### src/rtl/sipo_deser.sv
// sipo_deser: serial-in/parallel-out deserializer.
// Accumulates strobed serial bits into WIDTH-bit words (selectable bit order),
// holds each completed word on a registered output with a valid/ready
// handshake, and raises a sticky overrun flag when a word has to be dropped.
module sipo_deser #(
    parameter int WIDTH     = 8,
    parameter bit MSB_FIRST = 1'b1
) (
    input  logic                       clk,
    input  logic                       reset,
    input  logic                       serial_in,
    input  logic                       bit_valid,
    input  logic                       clear,
    output logic [WIDTH-1:0]           parallel_out,
    output logic                       word_valid,
    input  logic                       word_ready,
    output logic [$clog2(WIDTH+1)-1:0] bit_count,
    output logic                       overrun
);
    localparam int CW = $clog2(WIDTH+1);

    logic [WIDTH-1:0] shreg;
    logic [WIDTH-1:0] shreg_nxt;
    logic             last_bit;
    logic             take_bit;
    logic             complete;
    logic             accept;

    // Next shift-register value with the incoming bit included.
    generate
        if (MSB_FIRST) begin : g_msb
            assign shreg_nxt = {shreg[WIDTH-2:0], serial_in};
        end else begin : g_lsb
            assign shreg_nxt = {serial_in, shreg[WIDTH-1:1]};
        end
    endgenerate

    // clear overrides a bit strobe on the same edge.
    assign take_bit = bit_valid && !clear;
    assign last_bit = (bit_count == CW'(WIDTH-1));
    assign complete = take_bit && last_bit;
    assign accept   = word_valid && word_ready;

    // Bit accumulator: shift register and partial-word bit counter.
    always_ff @(posedge clk or posedge reset) begin
        if (reset) begin
            shreg     <= '0;
            bit_count <= '0;
        end else if (clear) begin
            shreg     <= '0;
            bit_count <= '0;
        end else if (bit_valid) begin
            shreg     <= shreg_nxt;
            bit_count <= last_bit ? '0 : bit_count + CW'(1);
        end
    end

    // Output word register, valid/ready handshake and sticky overrun.
    always_ff @(posedge clk or posedge reset) begin
        if (reset) begin
            parallel_out <= '0;
            word_valid   <= 1'b0;
            overrun      <= 1'b0;
        end else begin
            if (complete && (!word_valid || word_ready)) begin
                // Free slot, or the held word leaves this same edge.
                parallel_out <= shreg_nxt;
                word_valid   <= 1'b1;
            end else if (accept) begin
                // Consumed; the data stays visible but is no longer valid.
                word_valid <= 1'b0;
            end

            if (clear) begin
                overrun <= 1'b0;
            end else if (complete && word_valid && !word_ready) begin
                overrun <= 1'b1;
            end
        end
    end

endmodule

### config.mk
export PLATFORM = sky130hd
export DESIGN_NAME = sipo_deser
export DESIGN_NICKNAME = d
export VERILOG_FILES = /design/src/rtl/sipo_deser.sv
export SDC_FILE = /design/constraint.sdc
export NUM_CORES = 1
export LEC_CHECK = 0
export CAP_MARGIN = 10
export CORE_MARGIN = 5
export CORE_UTILIZATION = 63
export DETAILED_ROUTE_END_ITERATION = 12
export DONT_BUFFER_PORTS = 1
export PLACE_DENSITY = 0.76
export SLEW_MARGIN = 20
export SYNTH_ARGS = -nofsm -noshare
export SYNTH_HDL_FRONTEND = slang
export SYNTH_SLANG_ARGS = --single-unit
### constraint.sdc
create_clock -name clk -period 2.75 [get_ports clk]
set_clock_uncertainty 0.15 [all_clocks]
set_input_delay 0.275 -clock clk [delete_from_list [all_inputs] [get_ports clk]]
set_output_delay 0.275 -clock clk [all_outputs]
set_load 0.02 [all_outputs]
; ---- Yosys cells after proc, flatten, opt, wreduce, memory -nomap -nowiden
; Cells that the tools add are included.
[classes]
addsub = 1
eq_ne = 1
mux = 9
n_reduce_logical = 13
[op_table]
columns = op, n
row1 = 7-bit two-way mux, 2
row2 = 4-bit two-way mux, 3
row3 = 1-bit logical AND, 6
row4 = 2-bit nonzero test, 3
row5 = "4-bit by 1-bit adder with 4-bit output, second input constant", 1
row6 = "4-bit by 3-bit == test with 1-bit output, second input constant", 1
row7 = 1-bit two-way mux, 4
row8 = 1-bit zero test, 3
row9 = 1-bit logical OR, 1
[word_totals]
regBits = 21
input_bits = 6
output_inout_bits = 14
wordCells = 29

; ---- Logic depth before layout (Yosys ltp)
[logic_depth]
word_depth = 7
mapped_depth = 4
ltp_nobuf = 4

; ---- Worst setup path before layout
; Ideal clock, no wire load.
[synth_path]
path_kind = register -> register
from = reg bit_count[0]
to = reg parallel_out[0]
setup_ns = 0.125
arrival_ns = 1.599
required_ns = 2.475
setup_slack_ns = 0.876
path_stages_with_launch = 5
path_buffers = 0
synth_period_minus_slack_ns = 1.874
cell_sequence = dfrtp_1 -> ha_1 -> nand2b_1 -> nor4b_4 -> mux2_2
[synth_via]
elab_chain_cells = 3
[synth_rtl]
columns = element, line_no
row1 = start: declaration, 17  ; output logic [$clog2(WIDTH+1)-1:0] bit_count,
row2 = start signal: assignment, 54  ; bit_count <= last_bit ? '0 : bit_count + CW'(1);
row3 = 4-bit by 3-bit == test with 1-bit output, 40  ; assign last_bit = (bit_count == CW'(WIDTH-1));
row4 = 1-bit logical AND, 41  ; assign complete = take_bit && last_bit;
row5 = 1-bit logical AND, 65  ; if (complete && (!word_valid || word_ready)) begin
row6 = end signal: assignment, 67  ; parallel_out <= shreg_nxt;
row7 = end: declaration, 14  ; output logic [WIDTH-1:0] parallel_out,
; Every way passes these cells.
; A chain may end at the register's enable or synchronous reset.

; ---- Worst setup path after layout
[layout_path]
from = reg bit_count[0]
to = reg parallel_out[7]
; The elaborated chain is that of the path after synthesis.

==> flow_metrics.py <==
metrics = {
    "outcome": {
        "outcome": "finished clean",
    },
    "drt": {
        "ant_nets": 0,
        "drtIter0Drc": 10,
        "via_count": 548,
        "detail_route.vias_per_cell": 5.892,
        "drcViolationCount": 0,
        "wl_per_cell_um": 15.98,
        "drt-total-wl_mm": 1.486,
        "dr.pass1.iters": 4,
    },
    "floorplan": {
        "io_pins": 20,
        "num_rows": 13,
        "initial_core_util_pct": 67.21,
        "fp.coreArea_um2": 1301,
        "die_y_um": 47.26,
        "die_w_um": 47.26,
        "die_area_um2": 2234,
    },
    "cells_and_area": {
        "num-nets-final": 86,
        "drive_gt1_share_pct": 15.38,
        "synthToLayoutAreaGrowth_pct": 12.16,
        "diodes": 0,
    },
    "synth": {
        "post-synth-top-count-cell": "dfrtp_1",
        "synthCells": 69,
        "yosys-top-cells-area": "dfrtp_1 60%, mux2_2 10%, mux2i_1 9.2%",
        "ys_types": 18,
        "ys_warn_count": 0,
        "synth-simple-area-share_pct": 13.30,
        "synth_seq_cells": 21,
        "synth_edf_count": 0,
        "yosys.area_share.xor_xnor_pct": 1.001,
        "synthesis.area_um2": 874.6,
        "synthMuxAreaShare_pct": 19.46,
        "synth.top_cell.area_share_pct": 60.09,
        "async_flop_share_pct": 100.0,
        "synth_top_family_by_area": "multiplexers",
        "synth-compound-area-share_pct": 2.432,
        "synthesis.nets": 76,
        "dominantRegCellSynth": "dfrtp_1",
        "synth_commonest_cells": "21 x dfrtp_1, 9 x nor2_1, 8 x mux2_2, 8 x mux2i_1, 4 x nand2_1",
        "synth-adder-area-share_pct": 1.431,
        "avgSynthCellArea_um2": 12.68,
        "yosys.area.top_type": "dfrtp_1",
        "seq_area_frac_synth_pct": 60.09,
    },
    "critical_path": {
        "worstPathArrival_ps": 2140,
        "cp-start-kind": "flop",
        "crit_fanout": 8,
        "crit_type": "reg -> reg",
        "endpoint_kind": "flop",
        "required_ps": 2800,
    },
    "placed_design": {
        "gp_congestion": 0.7762,
        "pre_cts_slack_ps": 651.4,
        "io_buffers": 0,
    },
    "pwr": {
        "power_frac_clock_pct": 29.7,
        "pwr-share-comb_pct": 5.8,
        "p_switching_uw": 113.7,
        "p_seq_share_pct": 64.5,
        "pwr_density_cell_nw_per_um2": 505.6,
        "leakage_uw": 0.0004905,
        "max-vdd-ir-drop_mv": 0.3138,
        "p_sw_share_pct": 22.92,
        "internal-power_uw": 382.3,
    },
    "grt": {
        "grt_pass1_wl_mm": 2.366,
        "gr-total-overflow": 0,
        "track_usage_pct": 15.91,
        "grt_pass1_vias": 522,
        "antenna_found_initial": 0,
        "grt_max_degree": 22,
    },
    "run": {
        "max_cap_violations": 0,
    },
    "sta": {
        "fin_crit_sh_pct": 76.08,
        "worst_pin_slew_ps": 749.5,
        "finalSetupViolCount": 0,
        "hold_viol_final": 0,
        "setup_tns_ps": 0,
        "setup_ws_ps": 657.9,
        "maxSlewHeadroom_pct": 49.98,
        "fmax_ghz": 0.4780,
        "final-max-slew-violation-count": 0,
        "final.min_clock_period_ps": 2092,
        "rsz0062_at_grt": "false",
    },
    "clock_network": {
        "clockBufferDepth": 2,
        "clock-root-buffer": "clkbuf_4",
        "post-cts-setup-buffers": 0,
        "hold_buffers": 6,
        "cts_tree": "built",
        "htreeDepth": 1,
        "clock_latency_ps": 300,
        "cts_sinks": 21,
        "cts_resized": 0,
        "numCtsBuffers": 3,
        "cts.clk_slew.worst_paths_ps": 110,
    },
    "hold_path": {
        "min_path_type": "in -> reg",
    },
}
layout by cell type, fill, tap and decap left out, drive strengths merged:
cell type and instances:
nand2b 3, nor2b 1, nand4 1, mux2 8
xnor2 1, o21ai 1, ha 1, nor2 9
nand2 4, mux2i 8, o22ai 1, inv 3
nor4b 1, clkbuf 4, or3 2, dfrtp 21
dlygate4sd3 7, a21oi 2
through the flow:
stage	power (uW)	instances	utilization [%]	instance area, um^2	hold WS, ps
CTS	495.2	92	74.62	970.9	0.2023
floorplan	344.5	69	-	874.6	101.5
global placement	343.2	82	67.98	884.6	190.5
detailed placement	343.8	82	67.98	884.6	190.5
finish	496.0	93	75.38	980.9	30.72
global route	519.9	93	75.38	980.9	46.66
per-layer routing:
metal / vias up / routed length [um] / global-route usage, %
met5: - / 0 / 0
met4: 0 / 27 / 11.60
met3: 4 / 123 / 4.981
met2: 20 / 691 / 22.73
met1: 269 / 644 / 20.15
li1: 255 / - / -
cell type report:
class	instances	area (um^2)
flip-flops and latches	21	525.5
multi-input cells	43	329.1
fillers	79	320.3
repair buffers	7	70.07
clock buffers	4	26.28
well taps	15	18.77
inverters	3	11.26
path summary, 6_finish.rpt:
path,start,end,slack [ps],cells after the start
max in group asynchronous,reset,parallel_out[6],1590,2
worst max register to register,bit_count[0],parallel_out[7],660,4
min in group asynchronous,reset,shreg[1],390,2
worst min-delay path,bit_valid,shreg[6],30,2
worst min register to register,shreg[2],parallel_out[3],390,1
worst max-delay path,bit_count[0],parallel_out[7],660,4
power by group through the flow:
stage | Clock [uW] | Combinational [uW] | Sequential (uW)
6_report | 147 | 28.9 | 320
5_1_grt | 167 | 32.5 | 321
4_1_cts | 147 | 28.5 | 320
3_5_place_dp | 0 | 17.8 | 326
3_3_place_gp | 0 | 17.4 | 326
2_1_floorplan | 0 | 19.6 | 325
kinds of logic after synthesis:
logic type | Yosys count
compound gates | 4
fa+ha+maj | 1
buf+inv | 5
flops | 21
mux | 16
xor+xnor | 1
simple gates | 21
critical path, cell delays in order, from the launching register on:
cell and delay [ps]:
dfrtp_1 540, ha_1 250, nand2b_1 130, nor4b_4 520
mux2_2 400
sequential cells by signal, indices dropped and copies added (netlist names):
signal,count
word_valid,1
parallel_out,8
bit_count,4
shreg,7
overrun,1
(Power assumes the default switching activity.)
